### config.mk
export PLATFORM = sky130hd
export DESIGN_NAME = uart_rx_ctrl
export DESIGN_NICKNAME = d
export VERILOG_FILES = /design/src/rtl/uart_rx_ctrl.sv
export SDC_FILE = /design/constraint.sdc
export NUM_CORES = 1
export LEC_CHECK = 0
export BUFFER_PORTS_ARGS = -buffer_cell sky130_fd_sc_hd__buf_2
export CAP_MARGIN = 25
export CORE_AREA = 4 4 109 111
export DETAILED_ROUTE_END_ITERATION = 8
export DIE_AREA = 0 0 113 115
export GPL_TIMING_DRIVEN = 1
export PLACE_DENSITY = 0.53
export SLEW_MARGIN = 0
export SYNTH_ARGS = -nofsm -noshare
export SYNTH_HDL_FRONTEND = slang
export SYNTH_SLANG_ARGS = --single-unit
### constraint.sdc
create_clock -name clk -period 2.5 [get_ports clk]
set_input_delay 0.375 -clock clk [delete_from_list [all_inputs] [get_ports clk]]
set_output_delay 0.375 -clock clk [all_outputs]
set_load 0.01 [all_outputs]
### src/rtl/uart_rx_ctrl.sv
// Receive-side controller for a uart_rx instance. It gates the receiver enable, handles BREAK,
// and tracks the idle gap between bytes. Received bytes go into a FWFT FIFO with a valid/ready port.
module uart_rx_ctrl #(
    parameter int PAYLOAD_BITS  = 8,
    parameter int FIFO_DEPTH    = 8,
    parameter int IDLE_CYCLES   = 52080,
    parameter int BREAK_RELEASE = 16
) (
    input  logic                            clk,
    input  logic                            reset,
    input  logic                            ctrl_enable,
    input  logic                            fifo_flush,
    input  logic                            overrun_clr,
    input  logic                            uart_rxd,
    output logic                            uart_rx_en,
    input  logic                            rx_valid,
    input  logic                            rx_break,
    input  logic [PAYLOAD_BITS-1:0]         rx_data,
    output logic                            m_valid,
    input  logic                            m_ready,
    output logic [PAYLOAD_BITS-1:0]         m_data,
    output logic [$clog2(FIFO_DEPTH):0]     fifo_level,
    output logic                            overrun,
    output logic                            break_det,
    output logic                            idle_timeout
);

    localparam int AW = $clog2(FIFO_DEPTH);
    localparam int LW = AW + 1;
    localparam int IW = $clog2(IDLE_CYCLES + 1);
    localparam int RW = $clog2(BREAK_RELEASE + 1);

    typedef enum logic [1:0] {ST_OFF, ST_ACTIVE, ST_BREAK_WAIT} state_t;

    state_t                  state, state_nxt;
    logic [RW-1:0]           rel_cnt;
    logic                    rel_done;
    logic                    in_active, push, brk, pop, full, wr_en, drop;
    logic [PAYLOAD_BITS-1:0] mem [FIFO_DEPTH];
    logic [AW-1:0]           wr_ptr, rd_ptr;
    logic [IW-1:0]           idle_cnt;
    logic                    idle_armed;

    // NOTE: sequential state uses non-blocking assignments so every flop samples pre-edge values.
    always_ff @(posedge clk) begin
        if (reset) state <= ST_OFF;
        else       state <= state_nxt;
    end

    assign rel_done = uart_rxd && (rel_cnt == RW'(BREAK_RELEASE - 1));

    // NOTE: default assignment first so no path through the case leaves state_nxt unassigned (no latch).
    always_comb begin
        state_nxt = state;
        if (!ctrl_enable) begin
            state_nxt = ST_OFF;
        end else begin
            case (state)
                ST_OFF:        state_nxt = ST_ACTIVE;
                ST_ACTIVE:     if (rx_valid && rx_break) state_nxt = ST_BREAK_WAIT;
                ST_BREAK_WAIT: if (rel_done) state_nxt = ST_ACTIVE;
                default:       state_nxt = ST_OFF;
            endcase
        end
    end

    always_comb begin
        uart_rx_en = (state != ST_OFF);
    end

    // Run of consecutive high line samples, only meaningful while waiting out a BREAK
    always_ff @(posedge clk) begin
        if (reset || state != ST_BREAK_WAIT) rel_cnt <= '0;
        else if (uart_rxd)                   rel_cnt <= rel_cnt + RW'(1);
        else                                 rel_cnt <= '0;
    end

    assign in_active = (state == ST_ACTIVE);
    assign push      = rx_valid && !rx_break && in_active;
    assign brk       = rx_valid && rx_break && in_active;
    assign m_valid   = (fifo_level != '0);
    assign full      = (fifo_level == LW'(FIFO_DEPTH));
    assign pop       = m_valid && m_ready;
    assign wr_en     = push && (!full || pop) && !fifo_flush;
    assign drop      = push && full && !pop && !fifo_flush;
    assign m_data    = m_valid ? mem[rd_ptr] : '0;

    // NOTE: the storage array has no reset; m_data is masked to 0 whenever the FIFO is empty.
    always_ff @(posedge clk) begin
        if (wr_en) mem[wr_ptr] <= rx_data;
    end

    always_ff @(posedge clk) begin
        if (reset || fifo_flush) begin
            wr_ptr     <= '0;
            rd_ptr     <= '0;
            fifo_level <= '0;
        end else begin
            if (wr_en) wr_ptr <= wr_ptr + AW'(1);
            if (pop)   rd_ptr <= rd_ptr + AW'(1);
            fifo_level <= fifo_level + LW'(wr_en) - LW'(pop);
        end
    end

    always_ff @(posedge clk) begin
        if (reset) begin
            overrun   <= 1'b0;
            break_det <= 1'b0;
        end else begin
            break_det <= brk;
            if (drop)             overrun <= 1'b1;
            else if (overrun_clr) overrun <= 1'b0;
        end
    end

    // Idle gap timer: restarted by every received byte, armed only by bytes that were pushed
    always_ff @(posedge clk) begin
        if (reset || !in_active) begin
            idle_cnt     <= '0;
            idle_armed   <= 1'b0;
            idle_timeout <= 1'b0;
        end else begin
            idle_timeout <= 1'b0;
            if (rx_valid) begin
                idle_cnt   <= '0;
                idle_armed <= push;
            end else if (idle_armed) begin
                if (idle_cnt == IW'(IDLE_CYCLES - 1)) begin
                    idle_cnt     <= '0;
                    idle_armed   <= 1'b0;
                    idle_timeout <= 1'b1;
                end else begin
                    idle_cnt <= idle_cnt + IW'(1);
                end
            end
        end
    end

endmodule

---- Word-level counts from Yosys, hierarchy flattened ----
Memories as Yosys holds them, arrays and structs flattened. A register that Yosys moved wholly into a read port is not among the register bits.
Index checks and enable logic that the tools add are counted.
cells by class
  equality and inequality tests ........... 8
  bitwise operators ....................... 3
  muxes and demuxes ....................... 15
  $add $sub $neg .......................... 6
  reduce and logical (&&, ||, !) cells .... 29
operators with widths
  kind                                                                   number
  16-bit by 1-bit adder with 16-bit output, second input constant        1
  16-bit equality test, second input constant                            1
  16-bit 2-to-1 mux                                                      1
  1-bit logical AND                                                      11
  1-bit 2-to-1 mux                                                       8
  8-bit 2-to-1 mux                                                       1
  3-bit by 1-bit adder with 3-bit output, second input constant          2
  3-bit 2-to-1 mux                                                       2
  2-bit one-hot mux with 3 select lines                                  1
  2-bit OR reduction                                                     3
  5-bit by 1-bit adder with 5-bit output, second input constant          1
  5-bit by 4-bit equality test with 1-bit output, second input constant  1
  1-bit zero test                                                        5
  4-bit by 1-bit adder with 4-bit output                                 1
  4-bit equality test, second input constant                             1
  1-bit logical OR                                                       4
  2-bit 2-to-1 mux                                                       2
  2-bit inequality test, second input constant                           2
  2-bit nonzero test                                                     2
  4-bit nonzero test                                                     1
  4-bit by 1-bit subtractor with 4-bit output                            1
  1-bit inverter                                                         3
  3-bit OR reduction                                                     1
  2-bit by 1-bit equality test with 1-bit output, second input constant  1
  other kinds (4)                                                        4
word-level totals
  memories ................................ 1
  bits of input ports ..................... 17
  RAM bits ................................ 64
  register bits ........................... 37
memory list
  name  depth  width  rd ports  clocked after memory_dff  wr ports  RTL line  source
  mem   8      8      1         1                         1         39        logic [PAYLOAD_BITS-1:0] mem [FIFO_DEPTH];

---- Longest topological paths before layout ----
Gate-level depths: netlist (run 1).
  depth after elaboration ................. 7
  mapped depth ............................ 13

---- Worst setup path before layout (run 1) ----
OpenSTA, ideal clock, no wires.
  kind .................................... flip-flop to flip-flop
  start point ............................. register fifo_level[2]
  end point ............................... register fifo_level[2]
  arrival time ............................ 2.270 ns
  setup time .............................. 0.128 ns
  buffers on the path ..................... 1
  path slack .............................. 0.103 ns
  stages on the path, launching flop included .. 14
  cells stage by stage .................... dfxtp_1 > inv_1 > ha_1 > and2_1 > buf_2 > inv_1 > and2_0 > ha_1 > inv_1 > ha_1 > inv_1 > fa_1 > xor2_1 > nor2_1
between the ends
  longest elaborated chain between the ends .. 7
  elaborated cells between the ends (all ways) .. 9
ends and longest elaborated chain
  item                                             RTL line  source
  start: declaration                               22        output logic [$clog2(FIFO_DEPTH):0] fifo_level,
  start signal: assignment                         101       fifo_level <= fifo_level + LW'(wr_en) - LW'(pop);
  4-bit nonzero test (*)                           81        assign m_valid = (fifo_level != '0);
  net m_valid                                      19        output logic m_valid,
  1-bit logical AND (*)                            83        assign pop = m_valid && m_ready;
  net pop                                          38        logic in_active, push, brk, pop, full, wr_en, drop;
  1-bit logical OR                                 84        assign wr_en = push && (!full || pop) && !fifo_flush;
  1-bit logical AND (2 in a row)                   84
  4-bit by 1-bit adder with 4-bit output           101
  4-bit by 1-bit subtractor with 4-bit output (*)  101
The timed path passes the listed nets; every way through them passes the cells marked *.
A chain may end at the register's enable or synchronous reset.

==> key figures, run 1 <==
Status
  – Status: finished, final reports clean

Timing
  – Final Max Tran Viols: 0
  – Final setup viols: 0
  – RSZ-0062 raised after global routing: false
  – Worst slew pin tran: 0.611 ns
  – Sum of negative setup slack: 0 ns
  – Hold WS: 0.266 ns
  – Minimum clock period after layout: roughly 2.3 ns
  – Worst Skew: 0.0208 ns
  – Final hold viol count: 0
  – Worst slew margin: 59.2%
  – Period utilization: between 90% and 100%
  – Achievable Freq: 0.437 GHz

Setup path
  – CP max FO: 16
  – Setup CP Type: reg -> out
  – Required time worst endpoint: 2.12 ns
  – Worst reg-to-reg path cell count: 12
  – R2r startpoint: fifo_level[2]
  – Arrival @ worst endpoint: 1.92 ns
  – Worst R2R Setup Slack: 0.28 ns
  – RR Endpoint: fifo_level[2]
  – Crit end category: primary output
  – Worst setup SP type: flop

CTS
  – CTS tree: built
  – Num CTS Buffers: 9
  – Root Buffer: clkbuf_8
  – Clock sinks: around 100
  – Clock transition at the registers of the reported paths: about 0.10 ns
  – H-Tree Depth: 3
  – Worst-skew pair later-pin latency: 0.36 ns
  – Post-CTS Setup Bufs: 0
  – CTS max path bufs: 2

Drt
  – Drt pass-1 iters: 5
  – Met3 WL: about 300 um
  – Top routing layer in use: met5
  – DR WL met2: 3970 um
  – Post-DR vias/cell: approximately 5
  – DRT met1 WL: around 3600 um
  – # DRC: 0
  – Vias after detailed routing: 2549
  – DRT iter0 DRCs: 90
  – Routed len/inst: 15.6 um
  – Detail Route Antenna Nets: 0
  – Routed wire length: 7930 um

Power
  – Power Dens Cells: 743 nW/um^2
  – Leakage power: 1.66 nW
  – VDD IR max: between 0.0003 and 0.0004 V
  – Total power: 3.65 mW

Die
  – Core ar.: 10800 sq um
  – Io pins: 34
  – Die H: 115 um
  – Die ar.: 13000 sq um
  – FP Rows: 38
  – Die width: 113 um
  – Starting Density: between 30% and 40%

Yosys
  – Average size of a mapped cell: 13.6 sq um
  – Mapped Cells: 318
  – Post-synth top area share: 44.5%
  – Yosys cell types: 41
  – Yosys top cell by area: edfxtp_1
  – Area contributors post-synth: edfxtp_1, dfxtp_1, mux4_2, nor2_1, ha_1
  – Number of flops mapped to enable cells by yosys: 64
  – Synthesis-stage register bit count: around 100
  – YS warnings: 0
  – Top FF cell, synth: edfxtp_1
  – Mapped Area: between 4000 and 5000 sq um
  – Post-synthesis sequential area ratio: 63.1%
  – Syn Nets: 347
  – FFs w/ async S/R, synth: 0%

Finish
  – Final Net Count: 392
  – Antenna diodes: 0
  – Share of cells above drive strength 1: between 20% and 30%
  – Most frequent cells in the layout: edfxtp_1, nor2_1, dfxtp_1
  – Fill cells: 1012
  – Most common cell after layout, fill and taps aside: edfxtp_1
  – Area Overhead vs Synth: 13.7%

Hold path
  – Hold Path Sink: break_det
  – Min-delay src: rx_valid
  – Worst hold path depth: 3
  – Worst min path class: in -> reg

Placement
  – DP Wirelength: roughly 5300 um
  – Placer Congestion: around 0.78
  – Number of port buffers: 33

GRT
  – Largest net degree at the start of global routing: 19
  – Vias in the first global route: 2578
  – Antenna violations before repair: 1
  – First-pass GRT wire length: 13300 um
  – GRT Residual Overflow: 0
  – Overall Global Routing Usage: 13.3%

Run
  – Max Cap Violations: 0
==> power by group <==
part | switching (mW) | total, mW | leakage [nW] | internal, mW
Sequential | 0.0226 | 1.87 | 0.898 | 1.85
Clock | 0.582 | 1.06 | 0.0994 | 0.474
Combinational | 0.405 | 0.725 | 0.665 | 0.320
==> cells by family (layout without fill, tap and decap cells) <==
logic type	count (synthesis)	count (layout)	share of synthesized area, %
AOI/OAI and AO/OA	20	20	2.52
xor gates and xnor gates	18	18	3.65
adders and majority gates	12	12	3.65
buffers and inverters	25	75	2.38
DFF	104	104	63.1
muxes	24	24	10.2
and+or+nand+nor	115	115	14.5
==> worst max-delay path by stage <==
stage | slack (ns) | endpoint | cells after the start
floorplan | 0.10 | fifo_level[2] | 13
global route | 0.05 | fifo_level[3] | 12
finish | 0.21 | m_data[3] | 5
global placement | 0.24 | fifo_level[2] | 12
CTS | 0.15 | m_data[3] | 5
detailed placement | 0.21 | fifo_level[3] | 12
==> cell usage after synthesis, drive strengths merged, types with 2 or more instances <==
cell    count
ha         11
o31ai       2
nor2       41
buf         9
nand2b      8
mux2i       8
or3         3
inv        13
or2         2
o21ai       4
dfxtp      40
nand3      10
and4b       2
nand2       9
clkbuf      3
and3        5
nor3        7
nand4       8
mux4       16
xnor2       7
or4         3
nor4        2
xor2       11
and4        6
edfxtp     64
and2        3
a21oi      12
==> critical path, stage by stage, from the launching register on <==
cell     delay (ns)
dfxtp_1        0.32
buf_4          0.31
mux4_2         0.55
mux2i_1        0.16
nor2_1         0.08
buf_2          0.14
==> final cells by class <==
class                   instances  area, sq um  share of cell area, %
flip-flops and latches        104         2720                   55.5
multi-input cells             189         1500                   30.5
repair buffers                 46          263                   5.35
well taps                     140          175                   3.57
clock buffers                   9          124                   2.52
clock inverters                 7         78.8                   1.61
inverters                      13         48.8                  0.994
==> sequential cells by signal, indices dropped and copies added, names as in the netlist, named ones only <==
name / cells
mem: 64
idle_cnt: 16
rel_cnt: 5
fifo_level: 4
rd_ptr: 3
wr_ptr: 3
state: 2
break_det: 1
idle_armed: 1
idle_timeout: 1
overrun: 1
==> layer usage <==
layer / track usage [%] / vias up
met4: 3.61 / 2
met3: 3.74 / 6
met5: 0 / -
met2: 22.6 / 35
met1: 16.7 / 1240
li1: - / 1266
==> through the flow <==
| step | utilization, % | cell area [sq um] | setup WS, ns | std cells |
|---|---|---|---|---|
| floorplan | - | 4320 | 0.103 | 318 |
| global placement | 43.6 | 4710 | 0.240 | 492 |
| detailed placement | 43.6 | 4710 | 0.213 | 492 |
| CTS | 45.5 | 4910 | 0.150 | 508 |
| global route | 45.5 | 4910 | 0.0486 | 508 |
| finish | 45.5 | 4910 | 0.210 | 508 |
==> timing repair <==
action / in CTS / in global routing
endpoints found under the setup margin: 0 / 2
resized for setup: 0 / 1
hold buffers: 0 / 0
No activity file was read; power rests on OpenSTA's default activity.
==> run 2: changes to the inputs <==
--- a/config.mk
+++ b/config.mk
@@ -5,7 +5,7 @@
 export SDC_FILE = /design/constraint.sdc
 export NUM_CORES = 1
 export LEC_CHECK = 0
-export BUFFER_PORTS_ARGS = -buffer_cell sky130_fd_sc_hd__buf_2
+export BUFFER_PORTS_ARGS = -buffer_cell sky130_fd_sc_hd__clkbuf_2
 export CAP_MARGIN = 25
 export CORE_AREA = 4 4 109 111
 export DETAILED_ROUTE_END_ITERATION = 8
==> run 2 against run 1 <==
Effect of this change: via count grew 0.35%; critical path type unchanged; largest power group unchanged; wire length grew 0.52%; global-route usage is essentially flat; register-to-register slack lost 0.02 ns; cell count is the same; clock power shrank 8%; fmax shrank 1.1%; clock skew shrank 0.0023 ns; power shrank 2.4%; sequential power is essentially flat.
==> key figures, run 2 (synthesis results as in run 1) <==
Status
  – Status: finished, final reports clean

Finish
  – Multi-input logic area: 1500 sq um (unchanged)
  – Area Overhead vs Synth: 13.3%
  – Fill cells: 998 (-1.4%)
  – Share of cells above drive strength 1: 23.1% (+0.27 points)
  – Antenna diodes: 0 (unchanged)
  – Largest registers: mem: 64 flops, idle_cnt: 16 flops, rel_cnt: 5 flops
  – Max FFs per register: 64 (unchanged)
  – Post-Route Utilization: 45.3% (-0.17 points)
  – Most frequent cells in the layout: edfxtp_1, nor2_1, dfxtp_1
  – Register area: 2720 sq um (unchanged)
  – Final Net Count: 392 (unchanged)
  – Largest Register: mem
  – Most common cell after layout, fill and taps aside: edfxtp_1

Setup path
  – Required time worst endpoint: 2.12 ns (about the same)
  – Arrival @ worst endpoint: 1.94 ns (+0.02 ns)
  – Worst R2R Setup Slack: 0.26 ns (-0.02 ns)
  – R2r startpoint: fifo_level[2]
  – Max incr delay on CP: 0.55 ns (about the same)
  – Worst reg-to-reg path cell count: 12 (unchanged)
  – CP Cell Sequence: buf_4 -> mux4_2 -> mux2i_1 -> nor2_1 -> clkbuf_2
  – RR Endpoint: fifo_level[2]
  – Worst setup SP type: flop
  – Setup CP Type: reg -> out
  – Crit end category: primary output
  – CP max FO: 16 (unchanged)
  – Crit-path slowest cell: mux4_2

Timing
  – Worst Skew: 0.0185 ns (-0.00227 ns)
  – Hold WS: 0.271 ns (+0.00495 ns)
  – Sum of negative setup slack: 0 ns (unchanged)
  – Final setup viols: 0 (unchanged)
  – Minimum clock period after layout: 2.32 ns (+0.0261 ns)
  – Achievable Freq: 0.432 GHz (-1.1%)
  – Period utilization: 92.7% (+1.0 points)
  – Final Max Tran Viols: 0 (unchanged)
  – Worst slew pin tran: 0.593 ns (-0.0186 ns)
  – Final hold viol count: 0 (unchanged)
  – Worst slew margin: 60.4% (+1.2 points)
  – RSZ-0062 raised after global routing: false

Hold path
  – Worst min path class: in -> reg
  – Hold Path Sink: break_det
  – Worst hold path depth: 3 (unchanged)
  – Min-delay src: rx_valid

Power
  – VDD IR max: 0.000368 V (+8.2%)
  – Sequential Power Share: 52.4% (+1.2 points)
  – Power Dens Cells: 729 nW/um^2 (-2.0%)
  – Switching power: 1.02 mW (+0.84%)
  – Leakage power: 1.65 nW (-0.82%)
  – Total power: 3.56 mW (-2.4%)
  – Cell Int Power: 2.54 mW (-3.6%)
  – Switching part of the total: 28.6% (+0.91 points)
  – Clock share of power: 27.4% (-1.5 points)
  – Combinational Power Share: 20.1% (+0.2 points)

Die
  – Core ar.: 10800 sq um (unchanged)
  – Die ar.: 13000 sq um (unchanged)
  – Die width: 113 um (unchanged)
  – FP Rows: 38 (unchanged)
  – Starting Density: 40.0% (unchanged)
  – Io pins: 34 (unchanged)
  – Die H: 115 um (unchanged)

Placement
  – Number of port buffers: 33 (unchanged)
  – Placer Congestion: 0.784 (+0.81%)
  – DP Wirelength: 5360 um (+0.54%)

GRT
  – Overall Global Routing Usage: 13.2% (-0.041 points)
  – GRT Residual Overflow: 0 (unchanged)
  – Antenna violations before repair: 0 (-1)
  – Vias in the first global route: 2671 (+3.6%)
  – Largest net degree at the start of global routing: 20 (+1)
  – First-pass GRT wire length: 13300 um (-0.31%)

Run
  – Max Cap Violations: 0 (unchanged)

CTS
  – CTS max path bufs: 2 (unchanged)
  – Clock sinks: 104 (unchanged)
  – Root Buffer: clkbuf_8
  – H-Tree Depth: 3 (unchanged)
  – Num CTS Buffers: 9 (unchanged)
  – Clock transition at the registers of the reported paths: 0.11 ns (about the same)
  – Worst-skew pair later-pin latency: 0.37 ns (about the same)
  – CTS tree: built
  – Cts hold-fix bufs: 0 (unchanged)

Drt
  – Detail Route Antenna Nets: 0 (unchanged)
  – DRT iter0 DRCs: 100 (+11%)
  – # DRC: 0 (unchanged)
  – Vias after detailed routing: 2558 (+0.35%)
  – Routed len/inst: 15.7 um (+0.52%)
  – Drt pass-1 iters: 4 (-1)
  – Routed wire length: 7970 um (+0.52%)
  – Post-DR vias/cell: 5.04 (+0.35%)
[run 2: cell types whose count changed in the layout (fill, tap and decap cells not counted)]
cell,change
clkinvlp_4,-1
inv_6,+2
clkinv_1,-1
clkinv_2,+1
clkbuf_2,+33
bufinv_16,-1
buf_2,-33
[run 2: cell type report]
type,count,share of cell area [%]
well taps,140,3.58
repair buffers,46,5.37
clock inverters,7,1.23
inverters,13,0.998
flip-flops and latches,104,55.7
clock buffers,9,2.53
multi-input cells,189,30.6
[run 2: how the worst max path moves through the flow]
| stage | cells past startpoint | end | slack (ns) |
|---|---|---|---|
| floorplan | 13 | fifo_level[2] | 0.10 |
| global placement | 12 | fifo_level[2] | 0.24 |
| detailed placement | 12 | fifo_level[2] | 0.19 |
| CTS | 5 | m_data[6] | 0.12 |
| global route | 12 | fifo_level[2] | 0.04 |
| finish | 5 | m_data[6] | 0.18 |
[run 2: layer usage]
| metal | track usage [%] | part of all wire (%) | vias up |
|---|---|---|---|
| li1 | - | - | 1265 |
| met1 | 16.3 | 44 | 1251 |
| met2 | 23.6 | 51 | 34 |
| met3 | 2.37 | 3.4 | 8 |
| met4 | 4.33 | 1.1 | 0 |
| met5 | 0 | 0 | - |
[run 2: worst max-delay path, delay by kind of cell (launching register included)]
kind,cells,cell delay (ns)
buf+inv,2,0.45
flops,1,0.33
mux,2,0.74
simple gates,1,0.06
[run 2: power groups by stage]
stage / sequential (mW) / combinational (mW) / clock [mW]
after floorplan: 1.91 / 0.467 / 0
after global placement: 1.91 / 0.737 / 0
after detailed placement: 1.91 / 0.744 / 0
after CTS: 1.87 / 0.748 / 1.03
after global routing: 1.87 / 0.818 / 1.09
final: 1.87 / 0.717 / 0.978
[run 2: what timing repair did]
action                     4_1_cts  5_1_grt
setup endpoints to repair        0        2
resized for setup                0        1
buffers inserted                 0        0
[run 2: per-stage QoR]
stage	worst slack, ns	area [sq um]	instances
3_3_place_gp	0.236	4710	492
5_1_grt	0.0441	4890	508
3_5_place_dp	0.194	4710	492
6_report	0.184	4890	508
4_1_cts	0.124	4890	508
2_1_floorplan	0.103	4320	318
==> run 3: changes to the inputs <==
--- a/config.mk
+++ b/config.mk
@@ -7,11 +7,11 @@
 export LEC_CHECK = 0
 export BUFFER_PORTS_ARGS = -buffer_cell sky130_fd_sc_hd__clkbuf_2
 export CAP_MARGIN = 25
-export CORE_AREA = 4 4 109 111
+export CORE_AREA = 4 4 91 93
 export DETAILED_ROUTE_END_ITERATION = 8
-export DIE_AREA = 0 0 113 115
+export DIE_AREA = 0 0 95 97
 export GPL_TIMING_DRIVEN = 1
-export PLACE_DENSITY = 0.53
+export PLACE_DENSITY = 0.74
 export SLEW_MARGIN = 0
 export SYNTH_ARGS = -nofsm -noshare
 export SYNTH_HDL_FRONTEND = slang
==> run 3 against run 2 <==
Effect of this change: clock power about the same; critical endpoint is now m_data[3]; clock skew shrank 0.0075 ns; die area shrank 29%; combinational power about the same; final area down 1.0%; sequential share of layout area up 0.58 points.
==> key figures, run 3 (synthesis results as in run 1) <==
Finish
  – Max FFs per register: 64 (unchanged)
  – Share of cells above drive strength 1: 22.8% (-0.27 points)
  – Antenna diodes: 0 (unchanged)
  – Area Overhead vs Synth: 12.1%
  – Final instance area: 4840 sq um (-1.0%)
  – Most common cell after layout, fill and taps aside: edfxtp_1
  – Most frequent cells in the layout: edfxtp_1, nor2_1, dfxtp_1
  – Largest Register: mem
  – Final Net Count: 392 (unchanged)
  – Largest registers: mem: 64 flops, idle_cnt: 16 flops, rel_cnt: 5 flops

Power
  – Power Dens Cells: 735 nW/um^2 (+0.87%)
  – VDD IR max: 0.000556 V (+51%)
  – Combinational Power Share: 20.1% (about the same)
  – Leakage power: 1.64 nW (-0.32%)
  – Clock share of power: 27.4% (about the same)
  – Sequential Power Share: 52.5% (about the same)
  – Cell Int Power: 2.55 mW (about the same)
  – Switching part of the total: 28.5% (-0.13 points)
  – Switching power: 1.01 mW (-0.62%)

Setup path
  – Arrival @ worst endpoint: 1.92 ns (-0.02 ns)
  – Worst setup SP type: flop
  – CP max FO: 16 (unchanged)
  – Setup CP Type: reg -> out
  – Crit end category: primary output
  – Required time worst endpoint: 2.12 ns (about the same)

Timing
  – Worst slew pin tran: 0.572 ns (-0.0207 ns)
  – Worst Skew: 0.0110 ns (-0.00747 ns)
  – Worst slew margin: 61.8% (+1.4 points)
  – Achievable Freq: 0.435 GHz (+0.74%)
  – Period utilization: 92.0% (-0.68 points)
  – Minimum clock period after layout: 2.30 ns (-0.0169 ns)
  – Final Max Tran Viols: 0 (unchanged)
  – Sum of negative setup slack: 0 ns (unchanged)
  – Final hold viol count: 0 (unchanged)
  – Final setup viols: 0 (unchanged)
  – RSZ-0062 raised after global routing: false

Placement
  – Placer Congestion: 0.824 (+5.1%)
  – Number of port buffers: 33 (unchanged)
  – DP Wirelength: 5120 um (-4.4%)
  – Placed Area: 4650 sq um (-1.1%)

Die
  – Core ar.: 7530 sq um (-30%)
  – Die H: 97 um (-16%)
  – FP Rows: 32 (-16%)
  – Starting Density: 57.3% (+17 points)
  – Die ar.: 9220 sq um (-29%)
  – Io pins: 34 (unchanged)
  – Die width: 95 um (-16%)

CTS
  – Clock transition at the registers of the reported paths: 0.10 ns (about the same)
  – CTS tree: built
  – Num CTS Buffers: 9 (unchanged)
  – CTS max path bufs: 2 (unchanged)
  – H-Tree Depth: 3 (unchanged)
  – Worst-skew pair later-pin latency: 0.37 ns (about the same)
  – Resize count post-CTS: 0 (unchanged)
  – Root Buffer: clkbuf_8
  – Clock sinks: 104 (unchanged)
  – Post-CTS Setup Bufs: 0 (unchanged)
  – Cts hold-fix bufs: 0 (unchanged)

GRT
  – Overall Global Routing Usage: 17.5% (+4.2 points)
  – First-pass GRT wire length: 12400 um (-7.2%)
  – Largest net degree at the start of global routing: 20 (unchanged)
  – Vias in the first global route: 2482 (-7.1%)
  – GRT Residual Overflow: 0 (unchanged)
  – Antenna violations before repair: 0 (unchanged)

Run
  – Max Cap Violations: 0 (unchanged)

Drt
  – Detail Route Antenna Nets: 0 (unchanged)
  – Drt pass-1 iters: 4 (unchanged)
  – # DRC: 0 (unchanged)
  – DRT iter0 DRCs: 110 (+10%)
  – Post-DR vias/cell: 5.43 (+7.9%)
  – Routed wire length: 7390 um (-7.3%)
  – Vias after detailed routing: 2553 (-0.20%)
  – Routed len/inst: 15.7 um (+0.21%)

Status
  – Status: finished, final reports clean

Hold path
  – Worst min path class: in -> reg
-- run 3: cell count changes in the layout (fill, tap and decap cells not counted) --
cell and change:
inv_8 -1, clkinv_4 -1, nor4_2 -1, and2_0 +1, clkinvlp_4 +1, and2_1 -1, clkinv_8 +1, nor4_1 +1
-- run 3: metal layers --
metal  routed length (um)  track usage [%]
met1                 3310             23.2
met2                 3740             27.9
met3                  270             4.04
met4                   68             6.33
met5                    0                0
-- run 3: worst max-delay path, stage by stage (launching register included) --
cell and delay (ns):
dfxtp_1 0.32, buf_4 0.30, mux4_2 0.54, mux2i_1 0.20, nor2_1 0.06, clkbuf_2 0.12
-- run 3: final cells by class --
class	instances	area [sq um]
multi-input cells	189	1490
clock inverters	7	63.8
fillers	594	2690
inverters	13	48.8
well taps	102	128
clock buffers	9	124
repair buffers	46	263
flip-flops and latches	104	2720
-- run 3: worst paths after layout --
check / start / endpoint / slack [ns] / cells past startpoint
max: flop / m_data[3] / 0.20 / 5
min: rx_valid / break_det / 0.25 / 3
min reg2reg: rel_cnt[0] / rel_cnt[0] / 0.45 / 1
max reg2reg: fifo_level[2] / fifo_level[3] / 0.23 / 12
-- run 3: power by group through the flow --
stage / clock network, mW / registers, mW / logic, mW
2_1_floorplan: 0 / 1.91 / 0.467
3_3_place_gp: 0 / 1.91 / 0.705
3_5_place_dp: 0 / 1.91 / 0.732
4_1_cts: 1.00 / 1.87 / 0.733
5_1_grt: 1.08 / 1.87 / 0.805
6_report: 0.975 / 1.87 / 0.715
-- run 3: metrics by stage --
| stage | power (mW) | instances | util, % | worst slack [ns] | hold WS [ns] |
|---|---|---|---|---|---|
| after floorplan | 2.38 | 318 | - | 0.103 | 0.418 |
| after global placement | 2.61 | 454 | 61.8 | 0.231 | 0.430 |
| after detailed placement | 2.64 | 454 | 61.8 | 0.191 | 0.438 |
| after CTS | 3.60 | 470 | 64.3 | 0.156 | 0.235 |
| after global routing | 3.76 | 470 | 64.3 | 0.0318 | 0.252 |
| final | 3.56 | 470 | 64.3 | 0.201 | 0.248 |
